## config.mk

```make
export PLATFORM = sky130hd
export DESIGN_NAME = valve_driver_flat
export DESIGN_NICKNAME = d
export VERILOG_FILES = /design/src/rtl/valve_pkg.sv /design/src/rtl/valve_driver_if.sv /design/src/rtl/valve_driver_pulse_sync.sv /design/src/rtl/valve_driver.sv /design/src/flat_wrapper.sv
export SDC_FILE = /design/constraint.sdc
export NUM_CORES = 1
export LEC_CHECK = 0
export ABC_CLOCK_PERIOD_IN_PS = 1800
export CAP_MARGIN = 20
export CORE_MARGIN = 4
export CORE_UTILIZATION = 45
export CTS_BUF_LIST = sky130_fd_sc_hd__clkbuf_8
export CTS_CLUSTER_DIAMETER = 80
export DETAILED_ROUTE_END_ITERATION = 6
export MAX_ROUTING_LAYER = met4
export PLACE_DENSITY = 0.78
export SKIP_LAST_GASP = 1
export SYNTH_ARGS = -nofsm -noshare
export SYNTH_HDL_FRONTEND = slang
export SYNTH_SLANG_ARGS = --single-unit
```

## constraint.sdc

```tcl
create_clock -name clk -period 1.8 [get_ports clk]
set_clock_uncertainty 0.05 [all_clocks]
set_input_delay 0.27 -clock clk [delete_from_list [all_inputs] [get_ports clk]]
set_output_delay 0.27 -clock clk [all_outputs]
set_load 0.01 [all_outputs]
```

## src/rtl/valve_pkg.sv

```systemverilog
// Shared state encodings and helpers for the irrigation valve driver.
package valve_pkg;

    localparam int STATE_W = 3;

    localparam logic [STATE_W-1:0] ST_IDLE    = 3'd0;
    localparam logic [STATE_W-1:0] ST_OPENING = 3'd1;
    localparam logic [STATE_W-1:0] ST_RUNNING = 3'd2;
    localparam logic [STATE_W-1:0] ST_CLOSING = 3'd3;
    localparam logic [STATE_W-1:0] ST_HOLDOFF = 3'd4;
    localparam logic [STATE_W-1:0] ST_FAULT   = 3'd5;

    function automatic logic valve_on(input logic [STATE_W-1:0] st);
        return (st == ST_OPENING) || (st == ST_RUNNING) || (st == ST_CLOSING);
    endfunction

endpackage

```

## src/rtl/valve_driver_if.sv

```systemverilog
// Controller-facing bundle of the valve driver: request/ack inputs and drive/status outputs.
interface valve_driver_if
    import valve_pkg::*;
#(
    parameter int CNT_W = 8
);
    logic                water_toggle;
    logic                flow_pulse;
    logic                fault_clear;
    logic                valve_open;
    logic                pump_en;
    logic                busy;
    logic                fault;
    logic                timeout;
    logic [CNT_W-1:0]    flow_count;
    logic [STATE_W-1:0]  state;

    modport master (
        output water_toggle, flow_pulse, fault_clear,
        input  valve_open, pump_en, busy, fault, timeout, flow_count, state
    );

    modport slave (
        input  water_toggle, flow_pulse, fault_clear,
        output valve_open, pump_en, busy, fault, timeout, flow_count, state
    );
endinterface

```

## src/rtl/valve_driver_pulse_sync.sv

```systemverilog
// Two-flop synchronizer plus rising-edge detector; pulse is high for one clk cycle per input edge.
module pulse_sync (
    input  logic clk,
    input  logic rst,
    input  logic din,
    output logic pulse
);
    logic sync1_reg, sync2_reg, prev_reg;

    always_ff @(posedge clk or posedge rst) begin
        if (rst) begin
            sync1_reg <= 1'b0;
            sync2_reg <= 1'b0;
            prev_reg  <= 1'b0;
        end else begin
            sync1_reg <= din;
            sync2_reg <= sync1_reg;
            prev_reg  <= sync2_reg;
        end
    end

    assign pulse = sync2_reg & ~prev_reg;
endmodule

```

## src/rtl/valve_driver.sv

```systemverilog
// Valve/pump sequencer with min/max on-time, hold-off and watchdog.
// Define FLOW_CHECK_EN to enable flow-pulse counting and the no-flow fault.
module valve_driver
    import valve_pkg::*;
#(
    parameter int CNT_W          = 8,
    parameter int OPEN_DELAY     = 4,
    parameter int CLOSE_DELAY    = 4,
    parameter int MIN_ON_CYCLES  = 8,
    parameter int MAX_ON_CYCLES  = 255,
    parameter int MIN_OFF_CYCLES = 16,
    parameter int FLOW_TIMEOUT   = 32
) (
    input  logic          clk,
    input  logic          rst,
    valve_driver_if.slave bus
);
    // Timers count from 0 at state entry, so a state of N cycles exits when the timer reads N-1.
    localparam logic [CNT_W-1:0] OPEN_LAST  = CNT_W'(OPEN_DELAY - 1);
    localparam logic [CNT_W-1:0] CLOSE_LAST = CNT_W'(CLOSE_DELAY - 1);
    localparam logic [CNT_W-1:0] MIN_LAST   = CNT_W'(MIN_ON_CYCLES - 1);
    localparam logic [CNT_W-1:0] MAX_LAST   = CNT_W'(MAX_ON_CYCLES - 1);
    localparam logic [CNT_W-1:0] OFF_LAST   = CNT_W'(MIN_OFF_CYCLES - 1);
    localparam logic [CNT_W-1:0] CNT_ONE    = CNT_W'(1);

    logic [STATE_W-1:0] state_reg, state_next;
    logic [CNT_W-1:0]   tmr_reg;
    logic               timeout_reg, timeout_next;
    logic               valve_open_reg, pump_en_reg;
    logic               flow_stall;

    always_comb begin
        state_next   = state_reg;
        timeout_next = timeout_reg;
        case (state_reg)
            ST_IDLE: begin
                if (bus.water_toggle) begin
                    state_next   = ST_OPENING;
                    timeout_next = 1'b0;
                end
            end
            ST_OPENING: if (tmr_reg >= OPEN_LAST) state_next = ST_RUNNING;
            ST_RUNNING: begin
                // Priority: no-flow fault, then watchdog, then normal close.
                if (flow_stall) begin
                    state_next = ST_FAULT;
                end else if (tmr_reg >= MAX_LAST) begin
                    state_next   = ST_CLOSING;
                    timeout_next = 1'b1;
                end else if (!bus.water_toggle && (tmr_reg >= MIN_LAST)) begin
                    state_next = ST_CLOSING;
                end
            end
            ST_CLOSING: if (tmr_reg >= CLOSE_LAST) state_next = ST_HOLDOFF;
            ST_HOLDOFF: if (tmr_reg >= OFF_LAST) state_next = ST_IDLE;
            ST_FAULT:   if (bus.fault_clear) state_next = ST_HOLDOFF;
            default:    state_next = ST_IDLE;
        endcase
        if (bus.fault_clear) timeout_next = 1'b0;
    end

    always_ff @(posedge clk or posedge rst) begin
        if (rst) begin
            state_reg      <= ST_IDLE;
            tmr_reg        <= '0;
            timeout_reg    <= 1'b0;
            valve_open_reg <= 1'b0;
            pump_en_reg    <= 1'b0;
        end else begin
            state_reg      <= state_next;
            timeout_reg    <= timeout_next;
            valve_open_reg <= valve_on(state_next);
            pump_en_reg    <= (state_next == ST_RUNNING);
            if (state_next != state_reg) tmr_reg <= '0;
            else if (tmr_reg != '1)      tmr_reg <= tmr_reg + CNT_ONE;
        end
    end

`ifdef FLOW_CHECK_EN
    localparam logic [CNT_W-1:0] FLOW_LAST = CNT_W'(FLOW_TIMEOUT - 1);

    logic             flow_edge;
    logic [CNT_W-1:0] flow_count_reg, flow_tmr_reg;

    pulse_sync u_flow_sync (
        .clk   (clk),
        .rst   (rst),
        .din   (bus.flow_pulse),
        .pulse (flow_edge)
    );

    assign flow_stall = (flow_tmr_reg >= FLOW_LAST) && !flow_edge;

    always_ff @(posedge clk or posedge rst) begin
        if (rst) begin
            flow_count_reg <= '0;
            flow_tmr_reg   <= '0;
        end else begin
            if ((state_reg == ST_IDLE) && (state_next == ST_OPENING))
                flow_count_reg <= '0;
            else if ((state_reg == ST_RUNNING) && flow_edge && (flow_count_reg != '1))
                flow_count_reg <= flow_count_reg + CNT_ONE;
            // Holding at zero outside RUNNING gives a fresh window at RUNNING entry.
            if ((state_reg != ST_RUNNING) || flow_edge) flow_tmr_reg <= '0;
            else if (flow_tmr_reg != '1)                flow_tmr_reg <= flow_tmr_reg + CNT_ONE;
        end
    end

    assign bus.flow_count = flow_count_reg;
    assign bus.fault      = (state_reg == ST_FAULT);
`else
    logic unused_flow;
    assign unused_flow    = bus.flow_pulse | (FLOW_TIMEOUT == 0);
    assign flow_stall     = 1'b0;
    assign bus.flow_count = '0;
    assign bus.fault      = 1'b0;
`endif

    assign bus.valve_open = valve_open_reg;
    assign bus.pump_en    = pump_en_reg;
    assign bus.busy       = (state_reg != ST_IDLE);
    assign bus.timeout    = timeout_reg;
    assign bus.state      = state_reg;
endmodule

```

## src/flat_wrapper.sv

```systemverilog
// flat-port wrapper written by rule: the top's interface ports become plain ports
module valve_driver_flat import valve_pkg::*;
#(
    parameter int CNT_W          = 8,
    parameter int OPEN_DELAY     = 4,
    parameter int CLOSE_DELAY    = 4,
    parameter int MIN_ON_CYCLES  = 8,
    parameter int MAX_ON_CYCLES  = 255,
    parameter int MIN_OFF_CYCLES = 16,
    parameter int FLOW_TIMEOUT   = 32
)
  (clk, rst, bus_water_toggle, bus_flow_pulse, bus_fault_clear, bus_valve_open, bus_pump_en, bus_busy, bus_fault, bus_timeout, bus_flow_count, bus_state);
  valve_driver_if #(.CNT_W(CNT_W)) bus_i ();
  input  logic clk;
  input  logic rst;
  input wire logic [$bits(bus_i.water_toggle)-1:0] bus_water_toggle;
  input wire logic [$bits(bus_i.flow_pulse)-1:0] bus_flow_pulse;
  input wire logic [$bits(bus_i.fault_clear)-1:0] bus_fault_clear;
  output wire logic [$bits(bus_i.valve_open)-1:0] bus_valve_open;
  output wire logic [$bits(bus_i.pump_en)-1:0] bus_pump_en;
  output wire logic [$bits(bus_i.busy)-1:0] bus_busy;
  output wire logic [$bits(bus_i.fault)-1:0] bus_fault;
  output wire logic [$bits(bus_i.timeout)-1:0] bus_timeout;
  output wire logic [$bits(bus_i.flow_count)-1:0] bus_flow_count;
  output wire logic [$bits(bus_i.state)-1:0] bus_state;
  assign bus_i.water_toggle = bus_water_toggle;
  assign bus_i.flow_pulse = bus_flow_pulse;
  assign bus_i.fault_clear = bus_fault_clear;
  assign bus_valve_open = bus_i.valve_open;
  assign bus_pump_en = bus_i.pump_en;
  assign bus_busy = bus_i.busy;
  assign bus_fault = bus_i.fault;
  assign bus_timeout = bus_i.timeout;
  assign bus_flow_count = bus_i.flow_count;
  assign bus_state = bus_i.state;
  valve_driver #(.CNT_W(CNT_W), .OPEN_DELAY(OPEN_DELAY), .CLOSE_DELAY(CLOSE_DELAY), .MIN_ON_CYCLES(MIN_ON_CYCLES), .MAX_ON_CYCLES(MAX_ON_CYCLES), .MIN_OFF_CYCLES(MIN_OFF_CYCLES), .FLOW_TIMEOUT(FLOW_TIMEOUT)) u_core (.clk(clk), .rst(rst), .bus(bus_i));
endmodule
```

==> metrics.txt, run 1 <==
status=complete, but fails checks; failing checks=negative setup slack; max_slew headroom=0.633; Seq cells post-synth=14; Setup-failing EPs final=8; Final Hold Vio Count=0; largest net degree at the start of global routing=15; max incr delay on CP=410 ps; met2 WL=between 1000 and 1500 um; Max-cap violations=0; Max Freq=547 MHz; met3 WL=approximately 110 um; core area=~0.0018 sq mm; grt ovf=0; leakage=between 0.0005 and 0.0006 uW; Ports=21; routed wire length=about 2100 um; Yosys top cell area share=0.404; Final Wtd Congestion=slightly above 0.9; Max VDD drop=0.860 mV; Worst Setup End Kind=register; first-pass GRT wire length=around 3300 um; FP Rows=15; initial antenna violation count=0; Avg Vias per Cell=about 5.4; clk_lat worst skew=250 ps; die footprint=between 0.002 and 0.003 sq mm; share of flip-flops with an asynchronous set or reset=1.00; TritonCTS clock tree=yes; Synth cell types=32; Startpoint Class=register; dpl hpwl=1390 um; PD cells=1400 mW/mm^2; CTS Sinks=14; setup ws final=-27.8 ps; initial DRC count=11; RSZ-0062 raised after global routing=yes; CP required=roughly 1900 ps; CTS Root Cell=clkbuf_8; CTS H-tree lvls=1; share of cells above drive strength 1=0.333; main flop type after synthesis=dfrtp_1; Final min period=around 1800 ps; first-pass detailed-route iteration total=4; maximum fanout along the worst path=8; CP max-delay cell=dfrtp_1; top-count cell post-synth=dfrtp_1; CTS Buf Count=3; Slew Limit Fails=0; Core Util, Final=0.680; clock-pin transition on the worst setup and hold timing paths=about 60 ps; Die Y=a little over 50 um; antenna-violating nets left=0; M1 wire length=825 um; Area growth syn-to-layout=39.8%; max reg flops=8; cells along the critical path=nor4_4 -> buf_4 -> nor2_1 -> a211oi_2 -> o2111ai_4 -> a21oi_1; vias=between 700 and 800; count of input and output buffers=10; CP Class=register to register; Critical Path AT=between 1500 and 2000 ps; Synth Area per Inst=around 9.2 sq um; Synth Warn #=0; Die Wd=51.9 um; top post-synthesis cells by count=14 x dfrtp_1, 12 x a21oi_1, 9 x buf_4; clock tree buffer depth=2; initial core utilization=0.486; top cells by area, synth=dfrtp_1 40%, buf_4 7.8%, a21oi_1 6.9%, o21ai_0 3.5%, nand2_1 3.5%; worst slew pin tran=between 500 and 600 ps; DR DRC count=0; worst hold path class=input port to async pin; Post-synth EDFFs=0; mapped cell area=between 800 and 900 sq um; Syn Inst Count=94; vias in the first global route=767; post-synthesis sequential area ratio=0.404; fin crit share=1.02; WL/cell=around 14 um; Ant. Diodes=0; post-synth top area cell=dfrtp_1; dpl ws=-263 ps; total global-route track usage=0.172; Max Used Layer=met4; Final nets=between 100 and 150
metal layers:
metal,GRT usage,vias to the layer above
li1,-,375
met1,0.178,380
met2,0.285,23
met3,0.0573,9
met4,0.0961,0
met5,-,-
cell families (layout without fill, tap and decap cells):
kind of cell	after synthesis	in the layout	synth area share
AO/OA/AOI/OAI	28	28	0.211
buffers and inverters	15	33	0.105
other	1	9	0.00432
XOR/XNOR	3	3	0.0303
flip-flops	14	14	0.404
adder cells (fa/ha/maj)	2	2	0.0289
AND/OR/NAND/NOR	31	31	0.216
worst max-delay path: cells and delay by family, from the launching register on:
kind                   cells  cell delay (ps)
flip-flops                 1              410
buffers and inverters      1              160
AO/OA/AOI/OAI              3              770
AND/OR/NAND/NOR            2              360
path summary, 6_finish.rpt:
kind | cells past startpoint | startpoint | end | slack [ps]
setup / recovery | 6 | u_core.tmr_reg[5]$_DFFE_PP0P_ | u_core.tmr_reg[0]$_DFFE_PP0P_ | -30
max in group asynchronous | 2 | rst | u_core.bus.state[0]$_DFF_PP0_ | 990
setup reg to reg | 6 | u_core.tmr_reg[5]$_DFFE_PP0P_ | u_core.tmr_reg[0]$_DFFE_PP0P_ | -30
hold reg to reg | 2 | u_core.bus.timeout$_DFFE_PP0P_ | u_core.bus.timeout$_DFFE_PP0P_ | 500
min in group clk | 2 | u_core.bus.timeout$_DFFE_PP0P_ | u_core.bus.timeout$_DFFE_PP0P_ | 500
hold / removal | 2 | rst | u_core.tmr_reg[4]$_DFFE_PP0P_ | 320
area by class of cell:
type / instances / area, sq um
fill: 140 / 571
multi-input combinational: 73 / 546
sequential: 14 / 354
timing repair buffer: 24 / 208
clock buffer: 4 / 55.1
tap: 25 / 31.3
inverter: 5 / 18.8
where the power goes:
| part | internal [uW] | leakage [uW] | switching [uW] |
|---|---|---|---|
| Combinational | 434 | 0.000291 | 474 |
| Sequential | 393 | 0.000181 | 96.0 |
| Clock | 194 | 0.0000288 | 111 |
| Total | 1020 | 0.000500 | 681 |
what timing repair did:
item / in CTS / in global routing
setup buffers: 3 / 2
pin swaps: 5 / 4
setup endpoints to repair: 9 / 12
hold endpoints to repair: 0 / 0
resized for setup: 11 / 12
hold buffers: 0 / 0
cell usage in the layout (no fill, tap or decap), types with 5 or more instances in the layout:
| cell type | n |
|---|---|
| a21oi_1 | 6 |
| a21oi_2 | 6 |
| buf_4 | 13 |
| clkdlybuf4s50_1 | 9 |
| conb_1 | 9 |
| dfrtp_1 | 11 |
| inv_1 | 5 |
| nand2_1 | 8 |
| nor2_1 | 5 |
| o21ai_0 | 6 |
per-stage QoR:
step	total power, uW	hold slack (ps)	TNS (ps)	std cells	cell area [sq um]
CTS	1590	332	-145	143	1150
floorplan	908	109	0	102	911
detailed placement	1180	487	-2380	136	1030
global placement	1150	475	-2050	136	1030
global route	1810	366	-826	145	1210
finish	1700	318	-122	145	1210
Note: power is estimated with default switching activity, not from simulation.
==> run 2: changes to the inputs <==
CTS_CLUSTER_SIZE = 40   (was not set)
==> results of run 2 <==
No change in the layout: final DEF, timing and power equal those of run 1.
==> run 3: changes to the inputs <==
CTS_CLUSTER_DIAMETER = 120   (was 80)
==> results of run 3 <==
No change in the layout: final DEF, timing and power equal those of run 1.
